===== src/rtl/cache_wb_drain.sv =====
// Write-back drain engine: pops one {addr, line} eviction entry at a time, serialises
// the line into BUS_WIDTH write beats, then waits for one write ack before the next line.
module cache_wb_drain #(
  parameter int ADDR_WIDTH = 32,
  parameter int LINE_WIDTH = 128,
  parameter int BUS_WIDTH  = 32
) (
  input  logic                           clk_i,
  input  logic                           rstn_i,
  input  logic [ADDR_WIDTH+LINE_WIDTH-1:0] fifo_data_i,
  input  logic                           fifo_empty_i,
  output logic                           fifo_pop_o,
  output logic [ADDR_WIDTH-1:0]          mem_addr_o,
  output logic [BUS_WIDTH-1:0]           mem_wdata_o,
  output logic                           mem_last_o,
  output logic                           mem_valid_o,
  input  logic                           mem_ready_i,
  input  logic                           mem_ack_i,
  input  logic                           mem_err_i,
  output logic                           busy_o,
  output logic                           err_o,
  input  logic                           err_clr_i
);

  localparam int BEATS = LINE_WIDTH / BUS_WIDTH;
  localparam int CW    = (BEATS > 1) ? $clog2(BEATS) : 1;
  localparam logic [CW-1:0]         LAST_K = CW'(BEATS - 1);
  localparam logic [ADDR_WIDTH-1:0] STRIDE = ADDR_WIDTH'(BUS_WIDTH / 8);

  typedef enum logic [1:0] {
    IDLE,
    SEND,
    WAIT_ACK
  } state_t;

  state_t                state;
  logic [CW-1:0]         beat;
  logic [LINE_WIDTH-1:0] line_sr;
  logic [ADDR_WIDTH-1:0] head_addr;
  logic [LINE_WIDTH-1:0] head_line;
  logic                  ack_ok;
  logic                  err_set;
  logic                  pop;

  assign {head_addr, head_line} = fifo_data_i;

  // Acks outside WAIT_ACK are ignored entirely, including their error qualifier.
  assign ack_ok     = (state == WAIT_ACK) & mem_ack_i;
  assign err_set    = ack_ok & mem_err_i;
  assign pop        = rstn_i & ~fifo_empty_i & ((state == IDLE) | ack_ok);
  assign fifo_pop_o = pop;

  always_ff @(posedge clk_i or negedge rstn_i) begin
    if (!rstn_i) begin
      state       <= IDLE;
      beat        <= '0;
      line_sr     <= '0;
      mem_addr_o  <= '0;
      mem_wdata_o <= '0;
      mem_last_o  <= 1'b0;
      mem_valid_o <= 1'b0;
      busy_o      <= 1'b0;
      err_o       <= 1'b0;
    end else begin
      if (err_set) begin
        err_o <= 1'b1;
      end else if (err_clr_i) begin
        err_o <= 1'b0;
      end

      case (state)
        IDLE, WAIT_ACK: begin
          if (pop) begin
            // Beat 0 is presented straight from the FIFO head; the rest is kept
            // in a shift register so each later beat is just its low slice.
            state       <= SEND;
            beat        <= '0;
            mem_addr_o  <= head_addr;
            mem_wdata_o <= head_line[BUS_WIDTH-1:0];
            line_sr     <= head_line >> BUS_WIDTH;
            mem_last_o  <= (BEATS == 1);
            mem_valid_o <= 1'b1;
            busy_o      <= 1'b1;
          end else if (ack_ok) begin
            state  <= IDLE;
            busy_o <= 1'b0;
          end
        end

        SEND: begin
          if (mem_ready_i) begin
            if (beat == LAST_K) begin
              state       <= WAIT_ACK;
              mem_valid_o <= 1'b0;
              mem_last_o  <= 1'b0;
            end else begin
              beat        <= beat + CW'(1);
              mem_addr_o  <= mem_addr_o + STRIDE;
              mem_wdata_o <= line_sr[BUS_WIDTH-1:0];
              line_sr     <= line_sr >> BUS_WIDTH;
              mem_last_o  <= ((beat + CW'(1)) == LAST_K);
            end
          end
        end

        default: begin
          state       <= IDLE;
          mem_valid_o <= 1'b0;
          mem_last_o  <= 1'b0;
          busy_o      <= 1'b0;
        end
      endcase
    end
  end

endmodule


===== config.mk =====
export PLATFORM = sky130hd
export DESIGN_NAME = cache_wb_drain
export DESIGN_NICKNAME = d
export VERILOG_FILES = /design/src/rtl/cache_wb_drain.sv
export SDC_FILE = /design/constraint.sdc
export NUM_CORES = 1
export LEC_CHECK = 0
export ABC_CLOCK_PERIOD_IN_PS = 5400
export CAP_MARGIN = 20
export CORE_UTILIZATION = 40
export CTS_CLUSTER_DIAMETER = 120
export DETAILED_ROUTE_END_ITERATION = 10
export PLACE_DENSITY_LB_ADDON = 0.15
export SETUP_SLACK_MARGIN = 0.15
export SYNTH_ARGS = -nofsm -noshare
export SYNTH_HDL_FRONTEND = slang
export SYNTH_SLANG_ARGS = --single-unit

===== constraint.sdc =====
create_clock -name clk_i -period 5.4 [get_ports clk_i]
set_input_delay 0.54 -clock clk_i [delete_from_list [all_inputs] [get_ports clk_i]]
set_output_delay 0.54 -clock clk_i [all_outputs]
set_load 0.01 [all_outputs]

==> metrics <==
met2 usage 0.329; gpl congestion 0.833; met3 Track Usage GR 0.0469; vias 7,362; first-pass GRT wire length 36,800 um; hpwl dp 16,000 um; # diodes 0; htree depth 4; Syn Std Cell Area 7810 um^2; Die Ht 142 um; GRT Residual Overflow 0; hold crit path type input pin to async pin; final WL 23,400 um; reg2reg end line_sr[25]; relative slew slack 0.353; power share of the clock group 0.190; setup TNS 0 ps; layout cells sized above 1 0.0565; Syn Area/Cell 8.81 um^2; Clock Pin Slew Worst Setup and Hold Paths 60 ps; post-DR wirelength/cell 17.2 um; syn_nets 1,057; Crit path arrival time 2810 ps; DR pass1 iterations 4; outcome completed; post-synth top area share 0.538; DR iter-0 viols 560; max_cap viols 0; fmax 298 MHz; most frequent CP cell clkdlybuf4s50_1; Yosys top cell by area dfrtp_1; P&R area growth vs syn 40.4%; #FFs+latches synth 168; post-synthesis async set-or-reset flop share 1.00; drt via density 5.43; root buffer cell clkbuf_16; largest net degree at the start of global routing 88; chip width 142 um; Peak supply drop 0.000318 V; antenna violations before repair 1; crit path max-delay cell type clkdlybuf4s50_1; maximum fanout along the worst path 14; # clock sinks 168; Clock Latency Late Sink 430 ps; Reg power frac 0.378; Final Cycle Share 0.621; Worst EP required 4860 ps; Residual DRC 0; hold_buf cts 0; number of routed nets with antenna violations 0; endpoints failing hold 0; Final Net Count 1,254; vias in the first global route 6,818; Layout Skew 13.7 ps; TritonCTS clock tree yes; sequential share of the synthesized area 0.538; crit path capture type primary output; Max Root-Sink Buffers 2; Critical Path Start Type input pin; layer carrying the most global-route usage met1; most instantiated cells after synthesis nand2_1, dfrtp_1, nor2_1; number of synthesized flops with an enable pin 0; Area contributors post-synth dfrtp_1, nand2_1, a31oi_1, nor2_1, a32o_1; crit-path cells clkdlybuf4s50_1 > nand2b_1 > or3_1 > inv_1 > clkdlybuf4s50_1; Post-CTS Setup Repair Bufs 0; dominant synthesized flop cell dfrtp_1; number of setup violations in the final report 0; YS warnings 0; worst setup path category input pin to primary output; Pins Over Slew Limit 0; initial core utilization 0.412; Comb pwr share 0.432; largest delay contributor family on the critical path buffers and inverters; R2R depth 6; Post-CTS Resized 0; # port buffers 235; number of distinct library cells after synthesis 52; FF-to-FF setup slack 2390 ps; FP Rows 50; met1 Use GR 0.363; Worst Tran Pin Value 962 ps; P per Cell Area 565 nW/um^2; Layout Utilization 0.579; Critical Path Max Stage Delay 630 ps; Buffers & Inverters on Critical Path 3; switch share 0.398; Overall Global Routing Usage 0.236; worst reg2reg path startpoint beat[0]; core area 19,000 um^2; CTS Buf Count 17; P_leak 4.44 nW; RSZ-0062 raised after global routing no; internal cell power 0.00373 W; die footprint 20,100 um^2; Tmin final 3350 ps; synthesized instance count 887; most numerous cell in the Yosys netlist nand2_1; Psw 0.00247 W; I/O pin total 236
metal layers:
layer	share of wire	up-vias	wire (um)
met5	0.00051	-	12
met4	0.017	2	395
met3	0.060	27	1400
met2	0.42	251	9840
met1	0.50	3540	11700
li1	-	3542	-
stage by stage:
stage | std cells | total power (W) | instance area (um^2) | setup slack, ps | hold slack [ps]
after floorplan | 887 | 0.00387 | 7820 | 3330 | 244
after global placement | 1323 | 0.00494 | 10300 | 2060 | 473
after detailed placement | 1323 | 0.00501 | 10300 | 2020 | 474
after CTS | 1355 | 0.00619 | 10900 | 2020 | 52.1
after global routing | 1357 | 0.00666 | 11000 | 1870 | 53.1
final | 1357 | 0.00620 | 11000 | 2050 | 34.8
state kept, by name, summed over array words and instances, names as in the netlist:
register and cells:
mem_wdata_o 32, mem_last_o 1, err_o 1, line_sr 96, busy_o 1, mem_addr_o 32, mem_valid_o 1, state 2
beat 2
cells in the final DEF, fill, tap and decap left out, types with 7 or more instances in the layout:
cell,n
buf_4,9
inv_1,10
nor3_1,7
nor2_1,124
a32o_1,32
a311oi_1,7
clkdlybuf4s50_1,234
nor4_1,10
o22ai_1,8
dfrtp_1,168
o21ai_0,22
clkbuf_16,17
nand2_1,223
a21oi_1,27
nand3_1,14
a31oi_1,100
power groups by stage:
stage | sequential [W] | combinational [W] | clock [W]
5_1_grt | 0.00242 | 0.00298 | 0.00126
6_report | 0.00234 | 0.00268 | 0.00118
3_3_place_gp | 0.00234 | 0.00260 | 0
4_1_cts | 0.00233 | 0.00266 | 0.00120
3_5_place_dp | 0.00235 | 0.00266 | 0
2_1_floorplan | 0.00231 | 0.00156 | 0
cell families after synthesis:
logic type / count (synthesis) / share of synthesized area
fa+ha+maj: 3 / 0.00480
mux: 3 / 0.00384
buf+inv: 80 / 0.0392
compound gates: 219 / 0.191
simple gates: 414 / 0.223
flops: 168 / 0.538
worst max path at each step:
stage | start | end | slack, ps | cells after the start
detailed placement | rstn_i | fifo_pop_o | 2020 | 5
CTS | rstn_i | fifo_pop_o | 2020 | 5
finish | fifo_empty_i | fifo_pop_o | 2050 | 5
global route | rstn_i | fifo_pop_o | 1870 | 5
floorplan | fifo_empty_i | fifo_pop_o | 3330 | 4
global placement | rstn_i | fifo_pop_o | 2060 | 5
layout make-up:
type,count,area [um^2]
fillers,1718,7980
well taps,260,325
inverters,11,41.3
flip-flops and latches,168,4200
clock buffers,19,453
repair buffers,247,2490
clock inverters,13,123
multi-input cells,639,3340
(Power assumes the default switching activity.)
